## config.mk

```make
export PLATFORM = sky130hd
export DESIGN_NAME = tick_pwm_generator
export DESIGN_NICKNAME = d
export VERILOG_FILES = /design/src/rtl/tick_pwm_generator.sv
export SDC_FILE = /design/constraint.sdc
export NUM_CORES = 1
export LEC_CHECK = 0
export ABC_CLOCK_PERIOD_IN_PS = 5300
export CAP_MARGIN = 20
export CORE_MARGIN = 2
export CORE_UTILIZATION = 53
export DETAILED_ROUTE_END_ITERATION = 8
export PLACE_DENSITY = 0.76
export SLEW_MARGIN = 25
export SYNTH_ARGS = -nofsm -noshare
export SYNTH_HDL_FRONTEND = slang
export SYNTH_SLANG_ARGS = --single-unit
```

## constraint.sdc

```tcl
create_clock -name i_CLK -period 5.3 [get_ports i_CLK]
set_input_delay 0.53 -clock i_CLK [delete_from_list [all_inputs] [get_ports i_CLK]]
set_output_delay 0.53 -clock i_CLK [all_outputs]
set_load 0.005 [all_outputs]
```

## src/rtl/tick_pwm_generator.sv

```systemverilog
// rtl/tick_pwm_generator.sv - tick-driven PWM generator with boundary-staged period/duty updates
module tick_pwm_generator #(
  parameter int WIDTH = 16
) (
  input  logic             i_CLK,
  input  logic             i_RESET_N,
  input  logic             i_ENABLE,
  input  logic             i_TICK,
  input  logic             i_LOAD,
  input  logic [WIDTH-1:0] i_PERIOD,
  input  logic [WIDTH-1:0] i_DUTY,
  output logic             o_PWM,
  output logic             o_PERIOD_DONE,
  output logic             o_LOAD_ACK
);

  typedef enum logic {
    IDLE = 1'b0,
    RUN  = 1'b1
  } state_t;

  state_t           state;
  state_t           state_next;

  logic [WIDTH-1:0] phase;
  logic [WIDTH-1:0] phase_next;

  logic [WIDTH-1:0] act_p;
  logic [WIDTH-1:0] act_d;
  logic [WIDTH-1:0] pend_p;
  logic [WIDTH-1:0] pend_d;
  logic             pend_valid;

  // Values that would become active if a pending update is applied this
  // cycle; a same-cycle load overrides whatever was already pending.
  logic [WIDTH-1:0] src_p;
  logic [WIDTH-1:0] src_d;
  logic             pend_any;

  logic [WIDTH-1:0] eff_last;
  logic             boundary;
  logic             apply;
  logic [WIDTH-1:0] d_after;
  logic             pwm_next;
  logic             done_next;
  logic             ack_next;

  assign src_p    = i_LOAD ? i_PERIOD : pend_p;
  assign src_d    = i_LOAD ? i_DUTY   : pend_d;
  assign pend_any = pend_valid | i_LOAD;

  // A zero period behaves as a period of one tick, so the last phase is 0.
  assign eff_last = (act_p == '0) ? '0 : act_p - WIDTH'(1);
  assign boundary = (phase == eff_last);

  // State register.
  always_ff @(posedge i_CLK or negedge i_RESET_N) begin
    if (!i_RESET_N) begin
      state <= IDLE;
    end else begin
      state <= state_next;
    end
  end

  // Next-state logic: enable alone moves between IDLE and RUN.
  always_comb begin
    state_next = state;
    case (state)
      IDLE:    if (i_ENABLE)  state_next = RUN;
      RUN:     if (!i_ENABLE) state_next = IDLE;
      default: state_next = IDLE;
    endcase
  end

  // Output/datapath logic: next phase, staged-update application and next output values.
  always_comb begin
    phase_next = phase;
    apply      = 1'b0;
    pwm_next   = o_PWM;
    done_next  = 1'b0;
    ack_next   = 1'b0;
    d_after    = act_d;
    case (state)
      IDLE: begin
        pwm_next = 1'b0;
        if (i_ENABLE) begin
          phase_next = '0;
          apply      = pend_any;
          ack_next   = pend_any;
          d_after    = pend_any ? src_d : act_d;
          pwm_next   = (d_after != '0);
        end
      end
      RUN: begin
        if (!i_ENABLE) begin
          phase_next = '0;
          pwm_next   = 1'b0;
        end else if (i_TICK) begin
          if (boundary) begin
            phase_next = '0;
            done_next  = 1'b1;
            apply      = pend_any;
            ack_next   = pend_any;
          end else begin
            phase_next = phase + WIDTH'(1);
          end
          d_after  = apply ? src_d : act_d;
          pwm_next = (phase_next < d_after);
        end
      end
      default: begin
        phase_next = '0;
        pwm_next   = 1'b0;
      end
    endcase
  end

  // Phase counter and registered outputs.
  always_ff @(posedge i_CLK or negedge i_RESET_N) begin
    if (!i_RESET_N) begin
      phase         <= '0;
      o_PWM         <= 1'b0;
      o_PERIOD_DONE <= 1'b0;
      o_LOAD_ACK    <= 1'b0;
    end else begin
      phase         <= phase_next;
      o_PWM         <= pwm_next;
      o_PERIOD_DONE <= done_next;
      o_LOAD_ACK    <= ack_next;
    end
  end

  // Active and pending period/duty; an applied update consumes the pending slot.
  always_ff @(posedge i_CLK or negedge i_RESET_N) begin
    if (!i_RESET_N) begin
      act_p      <= '0;
      act_d      <= '0;
      pend_p     <= '0;
      pend_d     <= '0;
      pend_valid <= 1'b0;
    end else if (apply) begin
      act_p      <= src_p;
      act_d      <= src_d;
      pend_valid <= 1'b0;
    end else if (i_LOAD) begin
      pend_p     <= i_PERIOD;
      pend_d     <= i_DUTY;
      pend_valid <= 1'b1;
    end
  end

endmodule

```

* Word level (Yosys, flattened, before mapping) *
Cells that the tools add are included.

word-level totals
  register bits = 85
  input bits = 37
  output and inout port bits = 3
  word-level logic and storage cells = 57

cells by class
  $add $sub $neg = 2
  magnitude comparators = 1
  equality and inequality tests = 3
  muxes and demuxes = 35
  bitwise logic cells = 2
  reductions and logical operators = 4

operator list
  kind                   number
  $mux 16                12
  $pmux 16 s2            1
  $mux 1                 19
  $add 16x1->16 const B  1
  $eq 16x16->1           1
  $logic_not 16->1       1
  $lt 16x16->1           1
  $reduce_bool 16->1     1
  $sub 16x1->16 const B  1
  $pmux 1 s2             3
  $ne 3x3->1 const B     1
  $ne 2x2->1 const B     1
  $reduce_and 2->1       1
  $reduce_bool 2->1      1
  $not 1->1              1
  $or 1x1->1             1

* Logic depth before layout (Yosys ltp) *
Gate-level depths: netlist of the first run.

  word-level depth = 12
  gate-level depth with buffers = 23
  depth with buffers taken out = 21

* Worst setup path after synthesis of the first run *
OpenSTA, ideal clock, no wires.

  path type = register to register
  start point = register act_p[0]
  end point = register o_PWM
  library setup time = 0.082 ns
  arrival time = 4.833 ns
  required time = 5.218 ns
  path slack = 0.385 ns
  stages on the path, launching flop included = 24
  path buffers = 2
  clock period less this slack = 4.915 ns
  path through = dfrtp_1 -> inv_1 -> ha_1 -> clkbuf_2 -> or3b_1 -> or3_1 -> a2111oi_0 -> o21bai_2 -> nor2_1 -> or4_1 -> nor4_4 -> o21ai_2 -> buf_4 -> a21oi_1 -> ha_1 -> a21oi_1 -> nor2b_1 -> o21ai_0 -> nand2b_1 -> a211oi_1 -> o21ai_0 -> o21ai_0 -> nand4_1 -> a31oi_1

between the ends
  cells in the longest elaborated chain, start to end = 12
  elaborated cells on any way between the ends = 17
  classes of those cells = 1 x add/sub; 1 x order compare; 1 x eq/ne; 13 x mux; 1 x reduce/logical

RTL lines
  what                                               line  text
  from (decl)                                        28    logic [WIDTH-1:0] act_p;
  from (signal assigned)                             142   act_p <= src_p;
  $sub 16x1->16 or $logic_not 16->1 (tied branches)  53    assign eff_last = (act_p == '0) ? '0 : act_p - WIDTH'(1);
  $mux 16 *                                          53
  $eq 16x16->1 *                                     54    assign boundary = (phase == eff_last);
  $mux 1                                             99    if (boundary) begin
  $mux 1                                             98    end else if (i_TICK) begin
  $mux 1                                             95    if (!i_ENABLE) begin
  $mux 1                                             83    case (state)
  $mux 16                                            107   d_after = apply ? src_d : act_d;
  $lt 16x16->1 *                                     108   pwm_next = (phase_next < d_after);
  $mux 1 *                                           98
  $mux 1 *                                           95
  $pmux 1 s2 *                                       83
  to (signal assigned)                               127   o_PWM <= pwm_next;
  to (decl)                                          12    output logic o_PWM,

Mark *: on every way between the ends. The rest lies on a longest branch, timed or not. The select of a mux whose other input is x is not followed.
A chain may end at the register's enable or synchronous reset.

* Worst setup path in the final report of the first run *
Ends and elaborated chain as after synthesis.

==> key figures, run 1 <==
Synthesis
  • Ys async rst share: 100%
  • Syn_nets: 643
  • Ys flop type: dfrtp_1
  • Seq/Total Area, Yosys: a little under two fifths
  • Mapped cell area: 5660 um2
  • Post-synth EDFFs: 0
  • Synthesized instance count: 589
  • Yosys reg bits: 85
  • Avg Inst Size Synth: 9.61 um2
  • Synthesis Warnings: 0
  • Yosys cell types: 67

Routing
  • Vias: 4916
  • Initial drt markers: 320
  • Post-DRT Antenna Nets: 0
  • Avg WL per Cell: 19.8 um
  • Final wirelength: roughly 15000 um
  • Post-DR vias/cell: 6.55
  • Pre-antenna DRT Iters: 7
  • DR DRC count: 0

STA
  • RSZ-0062 raised after global routing: no
  • WHS: 172 ps
  • Max frequency: roughly 0.20 GHz
  • Endpoints failing setup: 0
  • Total negative slack: 0 ps
  • Count of pins over their slew limit: 0
  • Max_slew headroom: roughly 49%
  • Final Cycle Share: 92.4%
  • Least-Margin Pin Slew: 770 ps
  • Min cycle time layout: 4900 ps
  • Clock skew: 10.9 ps
  • Final Hold Viols: 0

Die
  • Die W: about 110 um
  • Core Region: ~10000 um2
  • Initial Utilization: ~55%
  • Total I/O pin count: 40
  • Die Footprint: 11500 um2
  • Cell row count: 37
  • Die Y: 107 um

Placement
  • PortBufs: 39
  • Routability cong.: slightly below 1
  • Post-DP HPWL: 10900 um

Worst setup path
  • Max FO, Critical Path: 7
  • Register-to-Register Path Depth: 21
  • CP startpoint kind: flop
  • Reg-to-reg startpoint: act_p[0]
  • Req. time, crit path: about 5600 ps
  • Reg2reg end: o_PWM
  • Worst Setup End Kind: flop
  • Critical path arrival: ~5200 ps
  • WS Path Type: flop to flop
  • Reg2reg setup slack: 400 ps

Clocking
  • Num CTS Buffers: 9
  • Clk root buf: clkbuf_8
  • Clk sinks: 85
  • Clock Pin Slew Worst Setup and Hold Paths: 90 ps
  • H-tree levels: 3
  • Worst-skew pair later-pin latency: between 300 and 400 ps
  • TritonCTS clock tree: yes
  • Clk buf depth: 2

Worst hold path
  • Worst hold path type: primary input to async pin

Layout
  • FILL cells: 892
  • Area of the multi-input gates: 3330 um2
  • Share of layout cells above drive strength 1: between 10% and 20%
  • Area grow syn2layout: 13.4%
  • Final nets: 664
  • FF+latch area: 2130 um2
  • ANT cells: 0

Global routing
  • Pin count of the biggest net entering global routing: 86
  • Initial antenna violation count: 0
  • Gr ovfl total: 0
  • Global-route wire length before repair: 25500 um
  • Vias in the first global route: between 4000 and 5000
  • Gr usage total: between 20 and 30%

Pwr
  • Max VDD drop: 0.242 mV
  • Power consumption: ~1800 uW
  • PD cells: 281 nW/um2
  • Static leakage: 0.00260 uW

Flow run
  • Max cap viols: 0

Run status
  • Status: completed
-- state kept, by name, summed over array words and instances, names as in the netlist --
register,flops
act_p,16
state,1
pend_d,16
o_LOAD_ACK,1
act_d,16
pend_valid,1
phase,16
pend_p,16
o_PERIOD_DONE,1
o_PWM,1
-- cell type report --
type,count,share of cell area [%]
clock buffers,10,2.14
well taps,136,2.65
inverters,15,0.877
clock inverters,6,1.11
multi-input cells,441,51.9
repair buffers,58,8.24
flip-flops and latches,85,33.1
-- cell families (layout without fill, tap and decap cells) --
| family | Yosys count | count (layout) | share of synthesized area (%) |
|---|---|---|---|
| AND/OR/NAND/NOR | 188 | 188 | 20.3 |
| AO/OA/AOI/OAI | 158 | 158 | 19.7 |
| flip-flops | 85 | 85 | 37.6 |
| buffers and inverters | 63 | 89 | 4.55 |
| multiplexers | 49 | 49 | 9.39 |
| XOR/XNOR | 29 | 29 | 4.73 |
| adder cells (fa/ha/maj) | 17 | 17 | 3.76 |
-- worst max-delay path by stage --
stage | from | end
after CTS | act_p[0] | o_PWM
after global placement | act_p[0] | o_PWM
after floorplan | act_p[0] | o_PWM
after detailed placement | act_p[0] | o_PWM
final | act_p[0] | o_PWM
after global routing | act_p[0] | o_PWM
-- cells in the mapped netlist (6+ instances only) --
cell type	number	area [um2]
nand2_1	12	45.0
and3_1	9	56.3
a22oi_1	16	120
inv_1	14	52.6
o22ai_1	7	43.8
and3b_1	15	131
clkbuf_1	33	124
a22o_1	15	131
nand3_1	15	75.1
mux2_2	33	372
ha_1	17	213
a31oi_1	6	37.5
o21ai_0	11	55.1
nor4_1	14	87.6
or4_1	7	52.6
xnor2_1	21	184
mux2i_1	16	160
dfrtp_1	85	2130
nand4_1	13	81.3
buf_2	10	50.1
nor2_1	35	131
xor2_1	7	61.3
a211oi_1	6	45.0
o2bb2ai_1	25	219
nor2b_1	7	43.8
a21oi_1	41	205
nor3_1	30	150
-- repair_timing --
action                     4_1_cts  5_1_grt
resized for setup                1       14
setup buffers                    0        3
hold buffers                     0        0
setup endpoints to repair        1        1
pin swaps                        0        1
-- report_power, final --
| part | leakage, uW | switching [uW] | internal, uW |
|---|---|---|---|
| Combinational | 0.00145 | 246 | 229 |
| Clock | 0.0000991 | 257 | 234 |
| Sequential | 0.00106 | 115 | 726 |
| Total | 0.00260 | 618 | 1190 |
-- metrics by stage --
step	util [%]	setup WS, ps	area, um2	std cells
2_1_floorplan	-	385	5660	589
3_5_place_dp	59.2	68.5	6140	732
5_1_grt	61.9	18.5	6420	751
3_3_place_gp	59.2	319	6140	732
4_1_cts	61.3	181	6360	748
6_report	61.9	402	6420	751
-- routing by layer --
| metal | global-route usage [%] | part of all wire [%] | vias up |
|---|---|---|---|
| li1 | - | - | 2298 |
| met3 | 5.99 | 6.3 | 29 |
| met1 | 41.7 | 47 | 2422 |
| met2 | 41.2 | 44 | 167 |
| met5 | 0 | 0 | - |
| met4 | 9.07 | 2.3 | 0 |
-- cell usage in the layout, fill, tap and decap left out, types with 4 or more instances in the layout --
cell type / n
nand4_1: 13
a22o_1: 15
o21ai_0: 9
mux2_2: 33
nor4_1: 13
o31ai_1: 4
clkdlybuf4s50_1: 37
mux2i_1: 16
a21oi_1: 41
nand3_1: 15
o22ai_1: 7
nor2b_1: 7
a31oi_1: 6
buf_4: 19
a211oi_1: 6
xnor2_1: 21
ha_1: 16
nand2_1: 12
nor3_1: 30
xor2_1: 7
dfrtp_1: 84
or4_1: 5
clkbuf_8: 10
and3b_1: 15
o2bb2ai_1: 25
a22oi_1: 16
nor2_1: 35
inv_1: 13
and3_1: 9
-- critical path, cell delays in order (launching register included) --
cell and delay (ps):
dfrtp_2 450, inv_2 90, ha_2 200, or3b_4 410
or3_1 390, a2111oi_2 370, o21bai_4 190, nor2_1 60
or4_4 560, nor4_4 220, o21ai_2 140, a21oi_1 180
ha_1 270, a21oi_1 150, nor2b_1 50, o21ai_0 180
nand2b_1 110, a211oi_1 250, o21ai_1 120, o21ai_1 160
nand4_1 100, a31oi_1 160
Power figures use the tool's default switching activity.
==> inputs of run 2 (changes only) <==
--- a/config.mk
+++ b/config.mk
@@ -6,7 +6,6 @@
 export NUM_CORES = 1
 export LEC_CHECK = 0
 export ABC_CLOCK_PERIOD_IN_PS = 5300
-export CAP_MARGIN = 20
 export CORE_MARGIN = 2
 export CORE_UTILIZATION = 53
 export DETAILED_ROUTE_END_ITERATION = 8
==> results of run 2 <==
The final DEF is identical to that of run 1; final timing and power are the same.
